### src/rtl/i2s_transmitter_if.sv
// rtl/i2s_transmitter_if.sv - sample-pair handshake between a source and the I2S transmitter
interface i2s_transmitter_if #(
  parameter int DATA_WIDTH = 24
) ();
  logic [DATA_WIDTH-1:0] data_left;
  logic [DATA_WIDTH-1:0] data_right;
  logic                  valid;
  logic                  ready;

  modport master (
    output data_left,
    output data_right,
    output valid,
    input  ready
  );

  modport slave (
    input  data_left,
    input  data_right,
    input  valid,
    output ready
  );
endinterface

### src/rtl/i2s_transmitter.sv
// rtl/i2s_transmitter.sv - I2S serializer with a one-pair holding register, clocked by bick
module i2s_transmitter #(
  parameter int DATA_WIDTH = 24,
  parameter int SLOT_BITS  = 32
) (
  input  logic               bick,
  input  logic               reset,
  input  logic               start,
  i2s_transmitter_if.slave   smp,
  output logic               lrck,
  output logic               sdti,
  output logic               stop,
  output logic               underrun
);

  localparam int FRAME_BITS = 2 * SLOT_BITS;
  localparam int KW         = $clog2(FRAME_BITS);

  localparam logic [KW-1:0] K_LAST      = KW'(FRAME_BITS - 1);
  localparam logic [KW-1:0] SLOT_K      = KW'(SLOT_BITS);
  localparam logic [KW-1:0] LEFT_FIRST  = KW'(1);
  localparam logic [KW-1:0] LEFT_LAST   = KW'(DATA_WIDTH);
  localparam logic [KW-1:0] RIGHT_FIRST = KW'(SLOT_BITS + 1);
  localparam logic [KW-1:0] RIGHT_LAST  = KW'(SLOT_BITS + DATA_WIDTH);

  if (DATA_WIDTH + 1 > SLOT_BITS) begin : g_bad_params
    $error("i2s_transmitter: DATA_WIDTH+1 must not exceed SLOT_BITS");
  end

  typedef enum logic {ST_IDLE, ST_RUN} state_t;

  state_t                state, state_n;
  logic [KW-1:0]         k, k_n;
  logic                  frame_start;
  logic                  ready_q;
  logic [DATA_WIDTH-1:0] hold_l, hold_r;
  logic [DATA_WIDTH-1:0] shift_l, shift_r;

  always_ff @(posedge bick or negedge reset) begin
    if (!reset) begin
      state <= ST_IDLE;
    end else begin
      state <= state_n;
    end
  end

  // Leaving idle or wrapping past the last cycle both land on k=0.
  always_comb begin
    state_n     = ST_IDLE;
    k_n         = '0;
    frame_start = 1'b0;
    if (start) begin
      state_n = ST_RUN;
      if (state == ST_IDLE || k == K_LAST) begin
        frame_start = 1'b1;
      end else begin
        k_n = k + 1'b1;
      end
    end
  end

  always_ff @(posedge bick or negedge reset) begin
    if (!reset) begin
      k        <= '0;
      lrck     <= 1'b0;
      sdti     <= 1'b0;
      underrun <= 1'b0;
      shift_l  <= '0;
      shift_r  <= '0;
      hold_l   <= '0;
      hold_r   <= '0;
      ready_q  <= 1'b1;
    end else begin
      k        <= k_n;
      lrck     <= (k_n >= SLOT_K);
      underrun <= frame_start && ready_q;

      if (!start) begin
        shift_l <= '0;
        shift_r <= '0;
        sdti    <= 1'b0;
      end else if (frame_start) begin
        sdti    <= 1'b0;
        shift_l <= ready_q ? '0 : hold_l;
        shift_r <= ready_q ? '0 : hold_r;
      end else if (k_n >= LEFT_FIRST && k_n <= LEFT_LAST) begin
        sdti    <= shift_l[DATA_WIDTH-1];
        shift_l <= shift_l << 1;
      end else if (k_n >= RIGHT_FIRST && k_n <= RIGHT_LAST) begin
        sdti    <= shift_r[DATA_WIDTH-1];
        shift_r <= shift_r << 1;
      end else begin
        sdti <= 1'b0;
      end

      // A full holding register blocks handshakes, so a frame start never collides with a load.
      if (frame_start && !ready_q) begin
        ready_q <= 1'b1;
      end else if (smp.valid && ready_q) begin
        hold_l  <= smp.data_left;
        hold_r  <= smp.data_right;
        ready_q <= 1'b0;
      end
    end
  end

  assign smp.ready = ready_q;
  assign stop      = (k == K_LAST) && start;

endmodule

### src/flat_wrapper.sv
// flat-port wrapper written by rule: the top's interface ports become plain ports
module i2s_transmitter_flat 
#(
  parameter int DATA_WIDTH = 24,
  parameter int SLOT_BITS  = 32
)
  (bick, reset, start, lrck, sdti, stop, underrun, smp_data_left, smp_data_right, smp_valid, smp_ready);
  i2s_transmitter_if #(.DATA_WIDTH(DATA_WIDTH)) smp_i ();
  input  logic bick;
  input  logic reset;
  input  logic start;
  output logic lrck;
  output logic sdti;
  output logic stop;
  output logic underrun;
  input wire logic [$bits(smp_i.data_left)-1:0] smp_data_left;
  input wire logic [$bits(smp_i.data_right)-1:0] smp_data_right;
  input wire logic [$bits(smp_i.valid)-1:0] smp_valid;
  output wire logic [$bits(smp_i.ready)-1:0] smp_ready;
  assign smp_i.data_left = smp_data_left;
  assign smp_i.data_right = smp_data_right;
  assign smp_i.valid = smp_valid;
  assign smp_ready = smp_i.ready;
  i2s_transmitter #(.DATA_WIDTH(DATA_WIDTH), .SLOT_BITS(SLOT_BITS)) u_core (.bick(bick), .reset(reset), .start(start), .smp(smp_i), .lrck(lrck), .sdti(sdti), .stop(stop), .underrun(underrun));
endmodule
### config.mk
export PLATFORM = sky130hd
export DESIGN_NAME = i2s_transmitter_flat
export DESIGN_NICKNAME = d
export VERILOG_FILES = /design/src/rtl/i2s_transmitter_if.sv /design/src/rtl/i2s_transmitter.sv /design/src/flat_wrapper.sv
export SDC_FILE = /design/constraint.sdc
export NUM_CORES = 1
export LEC_CHECK = 0
export ABC_AREA = 1
export CAP_MARGIN = 40
export CORE_ASPECT_RATIO = 0.75
export CORE_MARGIN = 2
export CORE_UTILIZATION = 30
export CTS_BUF_LIST = sky130_fd_sc_hd__clkbuf_16
export DETAILED_ROUTE_END_ITERATION = 12
export GPL_TIMING_DRIVEN = 0
export PLACE_DENSITY = 0.48
export RECOVER_POWER = 100
export REMOVE_ABC_BUFFERS = 1
export SYNTH_ARGS = -nofsm -noshare
export SYNTH_HDL_FRONTEND = slang
export SYNTH_SLANG_ARGS = --single-unit
### constraint.sdc
create_clock -name bick -period 5.65 [get_ports bick]
set_clock_uncertainty 0.15 [all_clocks]
set_input_delay 1.13 -clock bick [delete_from_list [all_inputs] [get_ports bick]]
set_output_delay 1.13 -clock bick [all_outputs]
set_load 0.02 [all_outputs]
### Word level (Yosys, flattened, before mapping)

Index checks and enable logic that the tools add are counted.

* $add $sub $neg: 1
* order comparisons: 5
* equal/unequal tests: 4
* multiplexer cells: 20
* bitwise operators: 2
* reduce and logical (&&, ||, !) cells: 11

Operator list (count)
* $mux 24: 9
* $ge 6x6->1 const B: 2
* $mux 6: 2
* $mux 1: 9
* $add 6x1->6 const B: 1
* $eq 6x6->1 const B: 1
* $ge 6x1->1 const B: 1
* $le 6x5->1 const B: 1
* $le 6x6->1 const B: 1
* $logic_and 1x1->1: 6
* $ne 3x1->1 const B: 2
* $reduce_and 2->1: 2
* $ne 3x2->1 const B: 1
* $not 1->1: 2
* $reduce_bool 2->1: 1
* $logic_not 1->1: 1
* $logic_or 1x1->1: 1

* bits in registers: 107
* input bits: 52
* output and inout bits: 5
* word-level logic and storage cells: 53

### Logic depth before layout (Yosys ltp)

Gate-level depths: netlist of run 1.

* depth after elaboration: 10
* depth in mapped cells: 13
* depth with buffers taken out: 12

### Worst setup path after synthesis of run 1

No wires, ideal clock.

* path kind: input to output
* from: input start
* to: output stop
* arrival: 1.478 ns
* setup slack: 2.892 ns
* cell stages on the path: 2
* path through: inv_1 -> nor2_1

* word-level cells in the longest chain between the ends: 1

Ends and longest elaborated chain
* from (decl): RTL line flat_wrapper.sv:11 `input logic start;`
* $logic_and 1x1->1: RTL line i2s_transmitter.sv:108 `assign stop = (k == K_LAST) && start;`
* to (decl): RTL line flat_wrapper.sv:14 `output logic stop;`

Every way passes these cells.

### Final worst setup path of run 1

* from: input start
* to: register u_core.shift_l[6]

* word-level cells in the longest chain between the ends: 4

Ends and longest elaborated chain
* $mux 6: RTL line i2s_transmitter.sv:52 `if (start) begin`
* $ge 6x1->1 / $le 6x5->1 (equally long branches): RTL line i2s_transmitter.sv:86 `end else if (k_n >= LEFT_FIRST && k_n <= LEFT_LAST) begin`
* $logic_and 1x1->1: RTL line i2s_transmitter.sv:86
* $ne 3x1->1 (no line)
* to (signal assigned): RTL line i2s_transmitter.sv:84 `shift_l <= ready_q ? '0 : hold_l;`
* to (signal assigned): RTL line i2s_transmitter.sv:88 `shift_l <= shift_l << 1;`
* to (decl): RTL line i2s_transmitter.sv:37 `logic [DATA_WIDTH-1:0] shift_l, shift_r;`

Several ways; a longest one is shown, not always the timed one.
A chain may end at the register's enable or synchronous reset.

==> results of run 1 <==
layer usage:
layer | track usage [%] | up-vias | share of wire, %
met1 | 18.2 | 1727 | 52
li1 | - | 1845 | -
met4 | 4.11 | 0 | 1.2
met5 | 0 | - | 0
met3 | 3.67 | 9 | 3.2
met2 | 20.4 | 51 | 44
where the power goes:
part / switching (W) / internal [W]
clock: 0.000286 / 0.000342
sequential: 0.000107 / 0.000993
combinational: 0.000297 / 0.000202
total: 0.000689 / 0.00154
flip-flops by register name, indices dropped and copies added (netlist names):
signal,count
u_core.hold_l,24
u_core.hold_r,24
u_core.shift_l,24
u_core.shift_r,24
u_core.k,6
u_core.lrck,1
u_core.sdti,1
u_core.smp.ready,1
u_core.state,1
u_core.underrun,1
logic make-up (layout without fill, tap and decap cells):
kind of cell | count (synthesis) | count (layout) | share of synthesized area (%)
adder cells (fa/ha/maj) | 1 | 1 | 0.248
AND/OR/NAND/NOR | 313 | 313 | 31.3
AO/OA/AOI/OAI | 65 | 65 | 9.19
buffers and inverters | 62 | 107 | 6.02
XOR/XNOR | 1 | 1 | 0.173
flip-flops | 107 | 107 | 53.0
worst register-to-register path, cell delays in order, from the launching register on:
cell	delay (ns)
dfrtp_1	0.40
ha_1	0.26
nand2_2	0.10
nor2_4	0.12
nand2_4	0.07
nand3_1	0.20
clkinvlp_2	0.83
nand3_1	0.50
nand3_4	0.35
nand2_4	0.56
nand2_1	0.16
nand2_2	0.08
Yosys cell counts:
| cell type | n | area (um^2) |
|---|---|---|
| nand2_1 | 194 | 728 |
| dfrtp_1 | 106 | 2650 |
| nand3_1 | 50 | 250 |
| o21ai_0 | 32 | 160 |
| a22o_1 | 31 | 272 |
| inv_1 | 27 | 101 |
| nand2_4 | 24 | 270 |
| nand2_2 | 23 | 144 |
| clkbuf_1 | 15 | 56.3 |
| buf_2 | 8 | 40.0 |
| nor2_1 | 6 | 22.5 |
| nand3_4 | 4 | 70.1 |
| nand4_1 | 4 | 25.0 |
| buf_4 | 3 | 22.5 |
| inv_2 | 3 | 11.3 |
| nor2_4 | 3 | 33.8 |
| buf_12 | 2 | 40.0 |
| buf_6 | 2 | 22.5 |
| buf_1 | 1 | 3.75 |
| dfstp_2 | 1 | 26.3 |
| ha_1 | 1 | 12.5 |
| inv_4 | 1 | 6.26 |
| nand3_2 | 1 | 10.0 |
| nor2_2 | 1 | 6.26 |
| nor3_1 | 1 | 5.00 |
| nor3_2 | 1 | 10.0 |
| nor3b_1 | 1 | 7.51 |
| o21bai_2 | 1 | 11.3 |
| o31ai_4 | 1 | 21.3 |
| xor2_1 | 1 | 8.76 |
placed cells by master, fill, tap and decap left out:
cell type,count
a22o_1,31
buf_16,3
bufinv_16,1
clkbuf_1,2
clkbuf_16,9
clkdlybuf4s50_1,48
clkinv_1,1
clkinv_2,2
clkinvlp_2,1
clkinvlp_4,2
dfrtp_1,106
dfstp_2,1
dlygate4sd3_1,7
ha_1,1
inv_1,29
inv_2,1
inv_6,1
nand2_1,212
nand2_2,10
nand2_4,19
nand3_1,52
nand3_2,1
nand3_4,2
nand4_1,4
nor2_1,7
nor2_4,3
nor3_1,1
nor3_2,1
nor3b_1,1
o21ai_0,32
o21bai_2,1
o31ai_4,1
xor2_1,1
worst max path at each step:
stage	from	to	depth (start not counted)
floorplan	start	u_core.shift_l[1]$_DFFE_PN0P_	8
global placement	reset	u_core.hold_l[10]$_DFFE_PN0P_	1
detailed placement	start	stop	4
CTS	start	stop	4
global route	smp_valid	u_core.hold_l[8]$_DFFE_PN0P_	6
finish	start	u_core.shift_l[6]$_DFFE_PN0P_	8
metrics by stage:
step / std cells / total power (W)
after global routing: 809 / 0.00240
after floorplan: 518 / 0.00143
after detailed placement: 793 / 0.00164
after global placement: 789 / 0.00161
final: 809 / 0.00223
after CTS: 809 / 0.00228
area by class of cell:
cell class / count / area, um^2 / share of cell area, %
clock buffer: 9 / 225 / 3.77
clock inverter: 7 / 67.6 / 1.13
inverter: 31 / 118 / 1.97
multi-input combinational: 380 / 1970 / 33.0
sequential: 107 / 2680 / 44.9
tap: 215 / 269 / 4.51
timing repair buffer: 60 / 641 / 10.7
==> results.py, run 1 <==
metrics = {
    "clocking": {
        "numCtsBuffers": 9,
        "cts.htree.levels": 3,
        "insertion_delay_ns": 0.35,
        "cts.sinks": 107,
        "maximum_clock_path_buffer_count": 2,
        "post_cts_resized": 0,
        "clock_transition_at_the_registers_of_the_reported_paths_ns": 0.07,
        "clock_tree.root_cell": "clkbuf_16",
        "postCtsHoldBufs": 0,
        "clock_tree_from_tritoncts": "built",
        "cts_setup_buffers": 0,
    },
    "setup_path": {
        "timing.critical_path.mode_cell": "nand3_1",
        "r2r-start": "u_core.k[0]$_DFF_PN0_",
        "worst-path-max-fanout": 26,
        "r2r_cells": 11,
        "worstSetupPathType": "in -> reg",
        "worst_setup_path_start_kind": "input pin",
        "cp-end-kind": "flop",
        "cp.required_ns": 5.79,
        "path_cells": "dlygate4sd3_1 > nand3_1 > clkinvlp_2 > nand3_1 > nand3_4 > nand2_4 > nand2_1 > nand2_2",
        "critPathBufInv": 2,
        "critical-path-max-stage-delay_ns": 0.83,
        "capturing_point_of_the_worst_reg2reg_path": "u_core.shift_l[6]$_DFFE_PN0P_",
        "worst_path_max_delay_cell": "clkinvlp_2",
        "r2r_setup_slack_ns": 1.79,
        "cp_top_family": "simple AND/OR/NAND/NOR gates",
        "worst_ep_arrival_ns": 4.49,
    },
    "logic_synthesis": {
        "synth_cells": 549,
        "ys.warnings.count": 0,
        "synthesis.area_per_instance_um2": 9.20,
        "synth_cell_types": 30,
        "synth-seq-area-share_pct": 53.0,
        "netlist_area_um2": 5050,
        "synth_seq_cells": 107,
    },
    "outcome": {
        "status": "finished with violations",
        "violated_checks": "max-capacitance violations, max-slew violations",
    },
    "timing": {
        "period_share_pct": 77.0,
        "setup-violations-final": 0,
        "setup_repair_after_global_routing_missed_its_margin": "false",
        "final.setup.tns_ns": 0,
        "fmax_ghz": 0.230,
        "final_period_minus_worst_setup_slack_ns": 4.35,
        "report.final.slew_viol_count": 51,
        "fin_ws_ns": 1.30,
        "worst_slew_pin_slew_ns": 2.94,
        "slew_headroom_pct": -96.3,
        "hold-worst-slack_ns": 0.328,
        "hold_viol_final": 0,
    },
    "layout": {
        "filler_cells": 1718,
        "area_growth_syn_to_layout_pct": 18.2,
        "diodes": 0,
        "fin_util_pct": 35.8,
        "finish.net_count": 642,
        "post_route_cells_drive_above_1_share_pct": 9.93,
        "stdcell_area_um2": 5970,
    },
    "placed_design": {
        "portBuffers": 56,
        "routabilityCongestion": 0.751,
        "dp_worst_setup_slack_ns": 1.72,
        "post_place_cell_area_um2": 5800,
        "post-dp-hpwl_um": 6620,
    },
    "die": {
        "die-height_um": 116,
        "die-area_um2": 17900,
        "io_pins": 57,
        "floorplan.initialDensity_pct": 30.3,
        "core.rowCount": 41,
        "die_x_um": 154,
        "core_region_area_um2": 16700,
    },
    "route": {
        "drt_wl_total_um": 10700,
        "post-route-drc-count": 0,
        "wire_per_inst_um": 13.2,
        "antenna_nets_post_route": 0,
        "drt_iter0_drc": 223,
        "dr.pass1.iters": 4,
        "route.vias.total": 3632,
        "post_drt_via_cell_ratio": 4.49,
    },
    "min_path": {
        "hold_path_end": "u_core.hold_r[19]$_DFFE_PN0P_",
        "hold_class": "reg -> reg",
        "hp-start": "u_core.hold_r[19]$_DFFE_PN0P_",
        "worst_hold_path.num_cells": 2,
    },
    "global_routing": {
        "global_route_usage_over_all_layers_pct": 13.2,
        "grt_antenna_before_repair": 0,
        "grt_pass1_wl_um": 18700,
        "globalRoute.totalOverflow": 0,
        "first_global_vias": 3681,
        "grt_start_max_net_pins": 77,
    },
    "pwr": {
        "power.leakage_nw": 3.00,
        "worst_ir_drop_on_vdd_v": 0.000139,
        "powerDensity_nw_per_um2": 373,
    },
    "run": {
        "cap_violations": 2,
    },
}
No activity file was read; power rests on OpenSTA's default activity.
==> run 2, diff against run 1 <==
--- a/config.mk
+++ b/config.mk
@@ -13,7 +13,7 @@
 export CTS_BUF_LIST = sky130_fd_sc_hd__clkbuf_16
 export DETAILED_ROUTE_END_ITERATION = 12
 export GPL_TIMING_DRIVEN = 0
-export PLACE_DENSITY = 0.48
+export PLACE_DENSITY = 0.5
 export RECOVER_POWER = 100
 export REMOVE_ABC_BUFFERS = 1
 export SYNTH_ARGS = -nofsm -noshare
==> constraint.sdc (replaced) <==
create_clock -name bick -period 4 [get_ports bick]
set_clock_uncertainty 0.15 [all_clocks]
set_input_delay 0.8 -clock bick [delete_from_list [all_inputs] [get_ports bick]]
set_output_delay 0.8 -clock bick [all_outputs]
set_load 0.02 [all_outputs]
==> run 2 against run 1 <==
Compared with the run above:
- the run still ends with max-capacitance violations, max-slew violations left
- combinational power increased by 41%
- non-clock buffer count unchanged
- clock-buffer cell count unchanged
- clock power increased by 39%
- core utilization increased by 0.29 points
- setup slack got worse by 0.81 ns
- design area increased by 0.80%
- critical path type unchanged
==> results.py, run 2 (synthesis results as in run 1) <==
metrics = {
    "clocking": {
        "insertion_delay_ns": 0.34,
        "maximum_clock_path_buffer_count": 2,
        "clock_transition_at_the_registers_of_the_reported_paths_ns": 0.07,
        "clock_tree.root_cell": "clkbuf_16",
        "postCtsHoldBufs": 0,
        "clock_tree_from_tritoncts": "built",
        "cts.htree.levels": 3,
        "cts.sinks": 107,
        "cts_setup_buffers": 0,
        "numCtsBuffers": 9,
        "post_cts_resized": 0,
    },
    "pwr": {
        "power.leakage_nw": 3.04,
        "worst_ir_drop_on_vdd_v": 0.000194,
        "powerDensity_nw_per_um2": 520,
    },
    "setup_path": {
        "cp-end-kind": "flop",
        "worst-path-max-fanout": 73,
        "cp.required_ns": 4.13,
        "worst_setup_path_start_kind": "input pin",
        "worstSetupPathType": "in -> reg",
        "worst_ep_arrival_ns": 3.64,
    },
    "timing": {
        "fmax_ghz": 0.285,
        "report.final.slew_viol_count": 44,
        "setup_repair_after_global_routing_missed_its_margin": "false",
        "worst_slew_pin_slew_ns": 2.54,
        "setup-violations-final": 0,
        "period_share_pct": 87.8,
        "hold-worst-slack_ns": 0.328,
        "hold_viol_final": 0,
        "final.setup.tns_ns": 0,
        "final_period_minus_worst_setup_slack_ns": 3.51,
        "slew_headroom_pct": -69.6,
    },
    "route": {
        "post-route-drc-count": 0,
        "drt_iter0_drc": 250,
        "drt_wl_total_um": 10500,
        "route.vias.total": 3634,
        "wire_per_inst_um": 13.0,
        "antenna_nets_post_route": 0,
        "dr.pass1.iters": 4,
        "post_drt_via_cell_ratio": 4.49,
    },
    "global_routing": {
        "first_global_vias": 3501,
        "grt_start_max_net_pins": 74,
        "global_route_usage_over_all_layers_pct": 12.6,
        "globalRoute.totalOverflow": 0,
        "grt_antenna_before_repair": 0,
        "grt_pass1_wl_um": 18000,
    },
    "die": {
        "die_x_um": 154,
        "core.rowCount": 41,
        "die-area_um2": 17900,
        "core_region_area_um2": 16700,
        "floorplan.initialDensity_pct": 30.3,
        "io_pins": 57,
        "die-height_um": 116,
    },
    "layout": {
        "final_common_cell": "nand2_1",
        "post_route_cells_drive_above_1_share_pct": 11.1,
        "finish.net_count": 642,
        "filler_cells": 1705,
        "mostFrequentLayoutCells": "206 x nand2_1, 106 x dfrtp_1, 51 x nand3_1",
        "diodes": 0,
        "area_growth_syn_to_layout_pct": 19.1,
    },
    "outcome": {
        "status": "finished with violations",
        "violated_checks": "max-capacitance violations, max-slew violations",
    },
    "run": {
        "cap_violations": 1,
    },
    "placed_design": {
        "portBuffers": 56,
        "post-dp-hpwl_um": 6640,
        "routabilityCongestion": 0.738,
    },
    "min_path": {
        "hold_class": "reg -> reg",
    },
}
-- run 2: report_power, final --
part / leakage (nW) / switching, W / internal (W) / total (W)
clock: 0.144 / 0.000391 / 0.000478 / 0.000870
combinational: 1.50 / 0.000416 / 0.000290 / 0.000706
sequential: 1.40 / 0.000149 / 0.00140 / 0.00155
-- run 2: worst max-delay path, stage by stage --
cell and delay [ns]:
dlygate4sd3_1 0.71, nand3_4 0.15, inv_4 0.26, buf_16 0.31, nand3_1 0.25, inv_2 0.16
nand3_4 0.28, nand2_2 0.49, nand2_1 0.12, nand2_1 0.08
-- run 2: final timing paths --
path,start,endpoint,slack (ns),cells after the start
min in group asynchronous,reset,u_core.k[1]$_DFF_PN0_,1.10,1
min reg2reg,u_core.hold_r[22]$_DFFE_PN0P_,u_core.hold_r[22]$_DFFE_PN0P_,0.33,2
max,start,u_core.shift_r[8]$_DFFE_PN0P_,0.49,10
max in group asynchronous,reset,u_core.hold_l[4]$_DFFE_PN0P_,1.16,1
min,u_core.hold_r[22]$_DFFE_PN0P_,u_core.hold_r[22]$_DFFE_PN0P_,0.33,2
max reg2reg,u_core.k[0]$_DFF_PN0_,u_core.shift_r[8]$_DFFE_PN0P_,0.76,13
-- run 2: cell type report --
type,instances,area (um^2),share of cell area [%]
Inverter,31,119,1.98
Sequential cell,107,2680,44.5
Timing Repair Buffer,60,642,10.7
Multi-Input combinational cell,380,2020,33.6
Clock buffer,9,225,3.74
Tap cell,215,269,4.47
Clock inverter,7,60.1,0.998
-- run 2: layer usage --
layer	up-vias	GRT usage, %	share of wire (%)
met4	0	4.30	0.91
li1	1847	-	-
met2	57	18.9	44
met3	8	2.89	3.8
met1	1722	18.1	52
met5	-	0	0
-- run 2: metrics by stage --
stage	setup slack (ns)	area, um^2	total power, W	std cells	utilization, %
after detailed placement	0.350	5800	0.00232	793	34.8
after global placement	-2.25	5700	0.00227	789	34.2
after global routing	0.228	6020	0.00336	809	36.1
after floorplan	1.17	4870	0.00203	518	-
final	0.490	6020	0.00313	809	36.1
after CTS	0.655	6080	0.00321	809	36.5
